`src/rtl/sdram_arb_pkg.sv`:
```
// Shared types for the SDRAM frame arbiter: FSM states, channel ids and the
// helper that sizes the in-burst beat counter.
package sdram_arb_pkg;

    typedef enum logic [1:0] {ST_INIT, ST_ARB, ST_CMD, ST_XFER} arb_state_e;

    typedef enum logic {CH_WR, CH_RD} arb_chan_e;

    // Bits needed to count beats 0 .. burst_len-1.
    function automatic int unsigned burst_cnt_w(input int unsigned burst_len);
        return (burst_len > 1) ? $clog2(burst_len) : 1;
    endfunction

endpackage

```
`src/rtl/sdram_frame_chan.sv`:
```
// One frame-buffer channel: frame offset, bank, active flag, deferred
// frame-start handling and burst address generation.
module sdram_frame_chan #(
    parameter int unsigned ADDR_W      = 21,
    parameter int unsigned BURST_LEN   = 64,
    parameter int unsigned FRAME_WORDS = 307200,
    parameter int unsigned BANK_STRIDE = 524288,
    parameter logic        RESET_BANK  = 1'b0
) (
    input  logic              clk,
    input  logic              rst,
    input  logic              frame_start,
    input  logic              in_burst,
    input  logic              burst_done,
    input  logic              next_bank,
    output logic              active,
    output logic              bank,
    output logic              frame_done,
    output logic [ADDR_W-1:0] addr
);

    localparam int unsigned OFF_W = $clog2(FRAME_WORDS + 1);

    logic [OFF_W-1:0] off_q, off_d;
    logic             bank_q, bank_d;
    logic             active_q, active_d;
    logic             pend_q, pend_d;
    logic             start_req;

    always_comb begin
        off_d      = off_q;
        bank_d     = bank_q;
        active_d   = active_q;
        pend_d     = pend_q;
        frame_done = 1'b0;
        start_req  = frame_start | pend_q;

        if (burst_done) begin
            off_d = off_q + OFF_W'(BURST_LEN);
            if (off_d >= OFF_W'(FRAME_WORDS)) begin
                active_d   = 1'b0;
                frame_done = 1'b1;
            end
        end

        // A start during our own burst waits for it; at completion it overrides the offset.
        if (in_burst && !burst_done) begin
            pend_d = start_req;
        end else begin
            pend_d = 1'b0;
            if (start_req) begin
                off_d    = '0;
                bank_d   = next_bank;
                active_d = 1'b1;
            end
        end
    end

    always_ff @(posedge clk) begin
        if (rst) begin
            off_q    <= '0;
            bank_q   <= RESET_BANK;
            active_q <= 1'b0;
            pend_q   <= 1'b0;
        end else begin
            off_q    <= off_d;
            bank_q   <= bank_d;
            active_q <= active_d;
            pend_q   <= pend_d;
        end
    end

    assign active = active_q;
    assign bank   = bank_q;
    assign addr   = (bank_q ? ADDR_W'(BANK_STRIDE) : '0) + ADDR_W'(off_q);

endmodule

```
`src/rtl/sdram_frame_arbiter.sv`:
```
// Shares the SDRAM command port between the camera write and video read channels.
// Define ARB_STATS_EN to add burst/stall counters and the write-overrun flag.
module sdram_frame_arbiter
    import sdram_arb_pkg::*;
#(
    parameter int unsigned ADDR_W      = 21,
    parameter int unsigned FIFO_AW     = 10,
    parameter int unsigned BURST_LEN   = 64,
    parameter int unsigned FRAME_WORDS = 307200,
    parameter int unsigned BANK_STRIDE = 524288,
    parameter int unsigned RD_URGENT   = 768
) (
    input  logic              memory_clk,
    input  logic              rst,
    input  logic              sdrc_init_done,
    input  logic              wr_frame_start,
    input  logic              rd_frame_start,
    input  logic [FIFO_AW:0]  wr_fifo_level,
    input  logic [FIFO_AW:0]  rd_fifo_space,
    input  logic              cmd_ready,
    output logic              cmd_en,
    output logic              cmd_wr,
    output logic [ADDR_W-1:0] cmd_addr,
    input  logic              data_beat,
    output logic              wr_bank,
    output logic              rd_bank,
`ifdef ARB_STATS_EN
    output logic [15:0]       wr_bursts,
    output logic [15:0]       rd_bursts,
    output logic [15:0]       stall_cycles,
    output logic              wr_overrun,
`endif
    output logic              busy
);

    localparam int unsigned LVL_W  = FIFO_AW + 1;
    localparam int unsigned BEAT_W = burst_cnt_w(BURST_LEN);
    localparam logic [FIFO_AW:0]  BURST_LVL  = LVL_W'(BURST_LEN);
    localparam logic [FIFO_AW:0]  URGENT_LVL = LVL_W'(RD_URGENT);
    localparam logic [BEAT_W-1:0] BEAT_LAST  = BEAT_W'(BURST_LEN - 1);

    arb_state_e          state_q, state_d;
    arb_chan_e           last_grant_q, last_grant_d;
    logic                cmd_wr_q, cmd_wr_d;
    logic [ADDR_W-1:0]   cmd_addr_q, cmd_addr_d;
    logic [BEAT_W-1:0]   beat_q, beat_d;
    logic                done_bank_q, done_bank_d;

    logic                wr_active, rd_active;
    logic [ADDR_W-1:0]   wr_addr, rd_addr;
    logic                wr_frame_done;
    logic                unused_rd_frame_done;
    logic                wr_elig, rd_elig, rd_urgent;
    logic                grant_wr, grant_rd;
    logic                beat_last, wr_burst_done, rd_burst_done;
    logic                wr_in_burst, rd_in_burst;

    assign busy        = (state_q == ST_CMD) || (state_q == ST_XFER);
    assign cmd_en      = (state_q == ST_CMD);
    assign cmd_wr      = cmd_wr_q;
    assign cmd_addr    = cmd_addr_q;
    assign wr_in_burst = busy && cmd_wr_q;
    assign rd_in_burst = busy && !cmd_wr_q;

    always_comb begin
        wr_elig   = wr_active && (wr_fifo_level >= BURST_LVL);
        rd_elig   = rd_active && (rd_fifo_space >= BURST_LVL);
        rd_urgent = rd_fifo_space >= URGENT_LVL;
        grant_rd  = rd_elig && (!wr_elig || rd_urgent || (last_grant_q == CH_WR));
        grant_wr  = wr_elig && !grant_rd;

        beat_last = (state_q == ST_XFER) && sdrc_init_done && data_beat && (beat_q == BEAT_LAST);
        wr_burst_done = beat_last && cmd_wr_q;
        rd_burst_done = beat_last && !cmd_wr_q;
    end

    always_comb begin
        state_d      = state_q;
        last_grant_d = last_grant_q;
        cmd_wr_d     = cmd_wr_q;
        cmd_addr_d   = cmd_addr_q;
        beat_d       = beat_q;
        done_bank_d  = wr_frame_done ? wr_bank : done_bank_q;

        if (!sdrc_init_done) begin
            state_d = ST_INIT;
        end else begin
            case (state_q)
                ST_INIT: state_d = ST_ARB;
                ST_ARB: begin
                    if (grant_wr || grant_rd) begin
                        state_d      = ST_CMD;
                        cmd_wr_d     = grant_wr;
                        cmd_addr_d   = grant_wr ? wr_addr : rd_addr;
                        last_grant_d = grant_wr ? CH_WR : CH_RD;
                    end
                end
                ST_CMD: begin
                    if (cmd_ready) begin
                        state_d = ST_XFER;
                        beat_d  = '0;
                    end
                end
                ST_XFER: begin
                    if (data_beat) begin
                        if (beat_q == BEAT_LAST) begin
                            state_d = ST_ARB;
                        end else begin
                            beat_d = beat_q + 1'b1;
                        end
                    end
                end
                default: state_d = ST_INIT;
            endcase
        end
    end

    always_ff @(posedge memory_clk) begin
        if (rst) begin
            state_q      <= ST_INIT;
            last_grant_q <= CH_RD;
            cmd_wr_q     <= 1'b0;
            cmd_addr_q   <= '0;
            beat_q       <= '0;
            done_bank_q  <= 1'b1;
        end else begin
            state_q      <= state_d;
            last_grant_q <= last_grant_d;
            cmd_wr_q     <= cmd_wr_d;
            cmd_addr_q   <= cmd_addr_d;
            beat_q       <= beat_d;
            done_bank_q  <= done_bank_d;
        end
    end

    sdram_frame_chan #(
        .ADDR_W      (ADDR_W),
        .BURST_LEN   (BURST_LEN),
        .FRAME_WORDS (FRAME_WORDS),
        .BANK_STRIDE (BANK_STRIDE),
        .RESET_BANK  (1'b0)
    ) u_wr_chan (
        .clk         (memory_clk),
        .rst         (rst),
        .frame_start (wr_frame_start),
        .in_burst    (wr_in_burst),
        .burst_done  (wr_burst_done),
        .next_bank   (~wr_bank),
        .active      (wr_active),
        .bank        (wr_bank),
        .frame_done  (wr_frame_done),
        .addr        (wr_addr)
    );

    // Reads always replay the most recently completed camera frame.
    sdram_frame_chan #(
        .ADDR_W      (ADDR_W),
        .BURST_LEN   (BURST_LEN),
        .FRAME_WORDS (FRAME_WORDS),
        .BANK_STRIDE (BANK_STRIDE),
        .RESET_BANK  (1'b1)
    ) u_rd_chan (
        .clk         (memory_clk),
        .rst         (rst),
        .frame_start (rd_frame_start),
        .in_burst    (rd_in_burst),
        .burst_done  (rd_burst_done),
        .next_bank   (done_bank_q),
        .active      (rd_active),
        .bank        (rd_bank),
        .frame_done  (unused_rd_frame_done),
        .addr        (rd_addr)
    );

`ifdef ARB_STATS_EN
    logic [15:0] wr_bursts_q, wr_bursts_d;
    logic [15:0] rd_bursts_q, rd_bursts_d;
    logic [15:0] stall_q, stall_d;
    logic        wr_overrun_q, wr_overrun_d;

    always_comb begin
        wr_bursts_d  = wr_bursts_q;
        rd_bursts_d  = rd_bursts_q;
        stall_d      = stall_q;
        wr_overrun_d = wr_overrun_q;
        if (wr_burst_done && (wr_bursts_q != 16'hFFFF)) wr_bursts_d = wr_bursts_q + 16'd1;
        if (rd_burst_done && (rd_bursts_q != 16'hFFFF)) rd_bursts_d = rd_bursts_q + 16'd1;
        if ((state_q == ST_CMD) && !cmd_ready && (stall_q != 16'hFFFF)) begin
            stall_d = stall_q + 16'd1;
        end
        // A new camera frame before the previous one finished writing.
        if (wr_frame_start && wr_active) wr_overrun_d = 1'b1;
    end

    always_ff @(posedge memory_clk) begin
        if (rst) begin
            wr_bursts_q  <= '0;
            rd_bursts_q  <= '0;
            stall_q      <= '0;
            wr_overrun_q <= 1'b0;
        end else begin
            wr_bursts_q  <= wr_bursts_d;
            rd_bursts_q  <= rd_bursts_d;
            stall_q      <= stall_d;
            wr_overrun_q <= wr_overrun_d;
        end
    end

    assign wr_bursts    = wr_bursts_q;
    assign rd_bursts    = rd_bursts_q;
    assign stall_cycles = stall_q;
    assign wr_overrun   = wr_overrun_q;
`endif

endmodule
```
`config.mk`:
```
export PLATFORM = sky130hd
export DESIGN_NAME = sdram_frame_arbiter
export DESIGN_NICKNAME = d
export VERILOG_FILES = /design/src/rtl/sdram_arb_pkg.sv /design/src/rtl/sdram_frame_chan.sv /design/src/rtl/sdram_frame_arbiter.sv
export SDC_FILE = /design/constraint.sdc
export NUM_CORES = 1
export LEC_CHECK = 0
export CORE_MARGIN = 10
export CORE_UTILIZATION = 57
export DETAILED_ROUTE_END_ITERATION = 16
export DONT_BUFFER_PORTS = 1
export PLACE_DENSITY_LB_ADDON = 0.25
export SYNTH_ARGS = -nofsm -noshare
export SYNTH_HDL_FRONTEND = slang
export SYNTH_SLANG_ARGS = --single-unit
```
`constraint.sdc`:
```
create_clock -name memory_clk -period 2.1 [get_ports memory_clk]
set_clock_uncertainty 0.1 [all_clocks]
set_input_delay 0.525 -clock memory_clk [delete_from_list [all_inputs] [get_ports memory_clk]]
set_output_delay 0.525 -clock memory_clk [all_outputs]
set_load 0.05 [all_outputs]
```
[After elaboration in Yosys (flattened, before gate mapping)]
Index checks and enable logic that the tools add are counted.
Storage, ports and cells
  register bits after elaboration: 76
  bits of input ports: 29
  output and inout bits: 26
  logic and storage cells: 101
Cells by class
  add/sub/neg operators: 5
  $lt $le $gt $ge: 5
  equality and inequality tests: 9
  muxes and demuxes: 29
  bitwise operators: 7
  reductions and logical operators: 32
Operator list (number)
  $mux 19: 6
  $add 21x19->21: 2
  $mux 20: 2
  $add 19x7->19 const B: 2
  $ge 19x19->1 const B: 2
  $ge 11x7->1 const B: 2
  $mux 21: 1
  $mux 6: 3
  $logic_and 1x1->1: 13
  $pmux 6 s2: 1
  $ge 11x10->1 const B: 1
  $mux 1: 11
  $mux 2: 4
  $ne 2x2->1 const B: 4
  $pmux 2 s4: 1
  $add 6x1->6 const B: 1
  $eq 6x6->1 const B: 1
  $reduce_or 2->1: 3
  $logic_not 1->1: 5
  $not 1->1: 5
  $reduce_and 5->1: 1
  $eq 2x2->1 const B: 2
  $logic_or 1x1->1: 4
  $reduce_and 2->1: 2
  other kinds (7): 8

[Logic depth before layout (Yosys ltp)]
Gate-level depths: netlist of run 1.
  word-level depth: 11
  depth in mapped cells: 8

[Hierarchy]
A second synthesis of run 1 with hierarchy kept.
Unflattened totals
  cell total of the unflattened synthesis: 410
  area, all modules: 3480.8 um^2
Modules (own cells, without submodules)
  sdram_frame_arbiter: times used 1, cells each 196, area an instance 1642.8 um^2, sequential area each 640.6 um^2
  sdram_frame_chan at u_rd_chan: times used 1, cells each 107, area an instance 919.6 um^2, sequential area each 320.3 um^2
  sdram_frame_chan at u_wr_chan: times used 1, cells each 107, area an instance 918.4 um^2, sequential area each 320.3 um^2

[Least setup slack after synthesis of run 1]
OpenSTA, ideal clock, no wires.
  path kind: register -> register
  start: reg state_q[0]
  end: reg beat_q[5]
  library setup time: 0.070 ns
  arrival: 2.584 ns
  path slack: -0.654 ns
  cell stages (with the launch flop): 9
  path buffers: 1
  clock period less this slack: 2.754 ns
  cells stage by stage: dfxtp_1 inv_1 ha_1 or2_2 clkbuf_1 nand3b_1 a21o_1 or4_1 a21oi_1
Between the ends
  cells in the longest elaborated chain, start to end: 3
  elaborated cells between the ends (all ways): 8
  classes of those cells: eq/ne (5); mux (1); reduce/logical (2)
Ends and longest elaborated chain
  start, declared: line sdram_frame_arbiter.sv:42  | arb_state_e state_q, state_d;
  start signal, assigned: line sdram_frame_arbiter.sv:127  | state_q <= state_d;
  $eq 2x2->1 (*)
  via cmd_en: line sdram_frame_arbiter.sv:21  | output logic cmd_en,
  $ne 2x2->1 (no line) / $reduce_bool 2->1 (equally long branches)
  $reduce_and 5->1 (no line)
  end signal, assigned: line sdram_frame_arbiter.sv:131  | beat_q <= beat_d;
  end, declared: line sdram_frame_arbiter.sv:46  | logic [BEAT_W-1:0] beat_q, beat_d;
Mark *: on every way through the listed nets, which the timed path passes. The rest lies on a longest branch.
A chain may end at the register's enable or synchronous reset.

[Final worst setup path of run 1]
  start: reg state_q[0]
  end: out busy
Between the ends
  cells in the longest elaborated chain, start to end: 2
  elaborated cells between the ends (all ways): 3
  classes of those cells: eq/ne (2); reduce/logical (1)
Ends and longest elaborated chain
  $eq 2x2->1: line sdram_frame_arbiter.sv:58  | assign busy = (state_q == ST_CMD) || (state_q == ST_XFER);
  $logic_or 1x1->1 (*): line sdram_frame_arbiter.sv:58
  end, declared: line sdram_frame_arbiter.sv:33  | output logic busy
Every way passes the cells marked *; elsewhere a longest branch is shown, timed or not.

==> flow_summary.json, run 1 <==
{
  "outcome": "finished, final reports clean",
  "grt_pass1_vias": 2390,
  "hold_class": "in2reg",
  "syn2layout_area_growth_pct": 18.3,
  "critPathArrivalTime_ns": 1.47,
  "hold_viol": 0,
  "via_count": 2500,
  "grt_pass1_wl_um": 11800,
  "maxCapViolations": 0,
  "path_class": "reg2out",
  "start_kind": "flip-flop",
  "hold_ws_ns": 0.159,
  "dp_cells": 411,
  "fin_cells": 431,
  "final_core_util_pct": 69.8,
  "synth_edf_count": 0,
  "synth-seq-area-share_pct": 37.9,
  "wirelength_um": 7330,
  "rows": 26,
  "yosys.area.top_type": "dfxtp_1",
  "end_kind": "primary output",
  "vdd_drop_max_mv": 0.472,
  "cts_buffers": 9,
  "fin_ws_ns": 0.00952,
  "grt_usage_pct": 16.9,
  "final_area_um2": 3560,
  "drive_gt1_share_pct": 23.0,
  "required_ns": 1.47,
  "drt_iter0_markers": 195,
  "routedWlPerCell_um": 17.0,
  "cts_tree": "done",
  "endpoint": "busy",
  "synth_cell_types": 62,
  "die_x_um": 92.7,
  "dieArea_um2": 8590,
  "rsz0062_at_grt": "yes",
  "fmax_ghz": 0.478,
  "syn-instance-count": 333,
  "ys_ff_latch": 57,
  "syn_area_per_cell_um2": 9.05,
  "place_congestion": 0.885,
  "finalCritPeriodShare_pct": 99.5,
  "place_ws_ns": -0.348,
  "p_total_mw": 2.47,
  "grt_max_degree": 20,
  "overflow": 0,
  "ant_nets": 0,
  "diodes": 0,
  "place_area_um2": 3200,
  "cts_root_buffer": "clkbuf_8",
  "relSlewSlack_pct": 56.3,
  "ys.flop_type": "dfxtp_1",
  "via_per_inst": 5.80,
  "setup_viol": 0,
  "fin_nets": 392,
  "drc": 0,
  "netlist_area_um2": 3010,
  "clkTransAtPathRegs_ns": 0.07,
  "setup_tns_ns": 0,
  "clock-sinks": 57,
  "synthTopCellsByArea": "dfxtp_1, nor2_1, xnor2_1, a221o_1, xor2_1",
  "final_cell_mix": "dfxtp_1, nor2_1, buf_4",
  "drt_pre_antenna_iters": 4,
  "regToRegStartpoint": "state_q[1]$_SDFFE_PP0P_",
  "reg2reg_slack_ns": 0.04,
  "post-route-min-period_ns": 2.09,
  "cts_max_level": 3,
  "synth_top_cell_area_share_pct": 37.9,
  "yosys_warnings": 0,
  "antenna_found_initial": 0,
  "core-area_um2": 5110,
  "tightest_slew_ns": 0.655,
  "start_util_pct": 59.0,
  "crit_start": "state_q[0]$_SDFFE_PP0P_",
  "r2r_cells": 6,
  "maxSlewViolCount": 0,
  "cts_max_path_buffers": 2,
  "crit_fanout": 6,
  "pin_count": 55,
  "leakagePower_nw": 1.27,
  "r2r_end": "u_wr_chan.off_q[16]$_SDFF_PP0_",
  "insertion_delay_ns": 0.34,
  "ys_async_sr_fraction_pct": 0,
  "die_h_um": 92.7,
  "place.detailed.hpwl_um": 5120,
  "powerDensity_nw_per_um2": 692,
  "io_buffer_count": 0,
  "mostFrequentLayoutCell": "dfxtp_1"
}
area by class of cell:
type                            count  area (µm²)
Clock inverter                      5        77.6
Tap cell                           70        87.6
Multi-Input combinational cell    250        1840
Fill cell                         362        1540
Clock buffer                       11         151
Inverter                           10        37.5
Timing Repair Buffer               28         218
Sequential cell                    57        1150
registers in the layout, indices dropped and copies added, names as in the netlist:
register,flops
done_bank_q,1
u_wr_chan.active,1
cmd_addr,14
u_wr_chan.bank,1
u_wr_chan.pend_q,1
u_rd_chan.off_q,13
u_rd_chan.active,1
cmd_wr,1
u_rd_chan.pend_q,1
u_wr_chan.off_q,13
u_rd_chan.bank,1
beat_q,6
last_grant_q,1
state_q,2
worst max-delay path, stage by stage, from the launching register on:
cell	delay, ns
dfxtp_4	0.35
ha_1	0.20
buf_4	0.15
or2_4	0.26
buf_8	0.15
cells by family (layout without fill, tap and decap cells):
group | count (synthesis) | after routing | share of synthesized area [%]
and+or+nand+nor | 143 | 144 | 26.3
DFF | 57 | 57 | 37.9
AOI/OAI and AO/OA | 56 | 56 | 16.1
buffers and inverters | 33 | 54 | 5.94
xor gates and xnor gates | 31 | 31 | 9.01
adders and majority gates | 7 | 7 | 2.91
muxes | 5 | 5 | 1.70
other | 1 | 7 | 0.124
where the power goes:
part / internal (mW) / leakage (nW) / total, mW / switching, mW
registers: 1.09 / 0.463 / 1.12 / 0.0305
logic: 0.0590 / 0.692 / 0.170 / 0.111
clock network: 0.728 / 0.115 / 1.17 / 0.445
total: 1.88 / 1.27 / 2.47 / 0.586
cells in the mapped netlist (8+ instances only):
master / number
nand2_1: 19
inv_1: 10
nand3_1: 9
xnor2_1: 18
and2_1: 16
nor3_1: 8
dfxtp_1: 57
nor2_1: 47
a221o_1: 14
xor2_1: 13
clkbuf_1: 8
worst min path at each step:
stage	from	slack, ns	end	cells past startpoint
floorplan	last_grant_q$_SDFFE_PP1P_	0.33	last_grant_q$_SDFFE_PP1P_	2
global placement	done_bank_q$_SDFFE_PP1P_	0.35	u_rd_chan.bank$_SDFFE_PP1P_	1
detailed placement	last_grant_q$_SDFFE_PP1P_	0.36	last_grant_q$_SDFFE_PP1P_	2
CTS	rst	0.14	u_rd_chan.active$_SDFF_PP0_	1
global route	rst	0.15	u_rd_chan.active$_SDFF_PP0_	1
finish	rst	0.16	u_rd_chan.active$_SDFF_PP0_	1
timing repair:
action	CTS	global route
setup buffers	0	3
gates cloned	0	1
endpoints found under the setup margin	28	42
pin swaps	0	3
hold buffers	0	0
resized for setup	6	18
layer usage:
layer  vias to the layer above  track usage (%)  routed length [µm]
li1                       1235                -                   -
met1                      1176             19.4                3040
met2                        78             28.6                3680
met3                        11             6.13                 475
met4                         0             5.14                 130
met5                         -                0                   0
(Power assumes the default switching activity.)
==> inputs of run 2 (changes only) <==
RECOVER_POWER = 25   (was not set)
==> flow_summary.json, run 2 (synthesized netlist as in run 1, its figures left out) <==
{
  "outcome": "finished, final reports clean",
  "drt_iter0_markers": 211,
  "grt_usage_pct": 16.9,
  "required_ns": 1.47,
  "cts_tree": "done",
  "drive_gt1_share_pct": 22.7,
  "via_per_inst": 5.77,
  "place.detailed.hpwl_um": 5120,
  "r2r_cells": 6,
  "powerDensity_nw_per_um2": 693,
  "drc": 0,
  "diodes": 0,
  "hold_ws_ns": 0.158,
  "regToRegStartpoint": "state_q[1]$_SDFFE_PP0P_",
  "fmax_ghz": 0.478,
  "dieArea_um2": 8590,
  "post-route-min-period_ns": 2.09,
  "clkPwrFrac_pct": 47.6,
  "ant_nets": 0,
  "p_total_mw": 2.47,
  "syn2layout_area_growth_pct": 18.1,
  "io_buffer_count": 0,
  "maxCapViolations": 0,
  "critPathArrivalTime_ns": 1.47,
  "r2r_end": "u_wr_chan.off_q[16]$_SDFF_PP0_",
  "pin_count": 55,
  "routedWlPerCell_um": 17.0,
  "leakagePower_nw": 1.27,
  "place_congestion": 0.885,
  "p_sw_share_pct": 23.8,
  "grt_pass1_vias": 2390,
  "pwr-share-comb_pct": 6.8,
  "cts_max_level": 3,
  "cts_buffers": 9,
  "cts_max_path_buffers": 2,
  "mostFrequentLayoutCell": "dfxtp_1",
  "vdd_drop_max_mv": 0.471,
  "seqPwrFrac_pct": 45.6,
  "max_stage_delay_ns": 0.35,
  "path_class": "reg2out",
  "insertion_delay_ns": 0.34,
  "finalCritPeriodShare_pct": 99.5,
  "fin_nets": 392,
  "reg2reg_slack_ns": 0.04,
  "final_cell_mix": "dfxtp_1, nor2_1, buf_4",
  "grt_max_degree": 20,
  "hold_class": "in2reg",
  "rsz0062_at_grt": "yes",
  "cts_root_buffer": "clkbuf_8",
  "via_count": 2489,
  "clock-sinks": 57,
  "hold_viol": 0,
  "start_util_pct": 59.0,
  "wirelength_um": 7320,
  "p_int_mw": 1.88,
  "start_kind": "flip-flop",
  "die_h_um": 92.7,
  "overflow": 0,
  "core-area_um2": 5110,
  "grt_pass1_wl_um": 11800,
  "crit_start": "state_q[0]$_SDFFE_PP0P_",
  "drt_pre_antenna_iters": 4,
  "antenna_found_initial": 0,
  "setup_viol": 0,
  "slowest_stage": "dfxtp_4",
  "worstPathCellList": "ha_1, buf_4, or2_4, buf_8",
  "tightest_slew_ns": 0.646,
  "clkTransAtPathRegs_ns": 0.07,
  "largest_register_ffs": 14,
  "p_sw_uw": 586,
  "ctsHoldBuffers": 0,
  "endpoint": "busy",
  "die_x_um": 92.7,
  "relSlewSlack_pct": 56.9,
  "end_kind": "primary output",
  "maxSlewViolCount": 0,
  "final_core_util_pct": 69.6,
  "crit_fanout": 6,
  "rows": 26
}
## run 2: changes by cell type in the layout (fill, tap and decap cells not counted)
cell,change
buf_4,-1
clkbuf_2,+1
or4_1,+1
or4_4,-1
## run 2: worst min-delay path by stage
stage                              start                          end  slack [ns]  cells past startpoint
3_3_place_gp    done_bank_q$_SDFFE_PP1P_  u_rd_chan.bank$_SDFFE_PP1P_        0.35                      1
4_1_cts                              rst  u_rd_chan.active$_SDFF_PP0_        0.14                      1
2_1_floorplan  last_grant_q$_SDFFE_PP1P_    last_grant_q$_SDFFE_PP1P_        0.33                      2
3_5_place_dp   last_grant_q$_SDFFE_PP1P_    last_grant_q$_SDFFE_PP1P_        0.36                      2
5_1_grt                              rst  u_rd_chan.active$_SDFF_PP0_        0.15                      1
6_report                             rst  u_rd_chan.active$_SDFF_PP0_        0.16                      1
## run 2: metrics by stage
stage / cell area [µm²] / cells / TNS (ns) / setup slack, ns
after CTS: 3440 / 427 / -0.00302 / -0.00302
final: 3560 / 431 / 0 / 0.00996
after floorplan: 3060 / 339 / -1.64 / -0.151
after global placement: 3200 / 411 / -4.34 / -0.320
after detailed placement: 3200 / 411 / -4.58 / -0.348
after global routing: 3560 / 431 / -0.0745 / -0.0302
## run 2: layout make-up
class / count / area, µm²
clock inverters: 5 / 77.6
fillers: 363 / 1550
flip-flops and latches: 57 / 1150
multi-input cells: 250 / 1840
inverters: 10 / 37.5
clock buffers: 11 / 151
well taps: 70 / 87.6
repair buffers: 28 / 215
## run 2: timing repair
item	in CTS	in global routing
pin swaps	0	3
cloned	0	1
gates resized for setup	6	18
endpoints found under the setup margin	28	42
setup buffers	0	3
## run 2: critical path: cells and delay by family (launching register included)
family,cells,cell delay [ns]
adders and majority gates,1,0.20
DFF,1,0.35
and+or+nand+nor,1,0.26
buffers and inverters,2,0.30
## run 2: power by group through the flow
| stage | sequential [mW] | combinational [mW] | clock, mW |
|---|---|---|---|
| 2_1_floorplan | 1.15 | 0.138 | 0 |
| 3_3_place_gp | 1.15 | 0.146 | 0 |
| 3_5_place_dp | 1.15 | 0.150 | 0 |
| 4_1_cts | 1.12 | 0.156 | 1.20 |
| 5_1_grt | 1.12 | 0.183 | 1.25 |
| 6_report | 1.12 | 0.169 | 1.17 |
## run 2: metal layers
layer	vias to the layer above	share of wire (%)	global-route usage (%)
met5	-	0	0
met4	0	1.9	5.14
met3	14	6.1	6.13
met2	62	51	28.6
met1	1182	41	19.4
li1	1231	-	-
==> inputs of run 3 (changes only) <==
HOLD_SLACK_MARGIN = 0.05   (was not set)
==> results of run 3 <==
Final layout, timing and power as in run 2 (identical DEF).
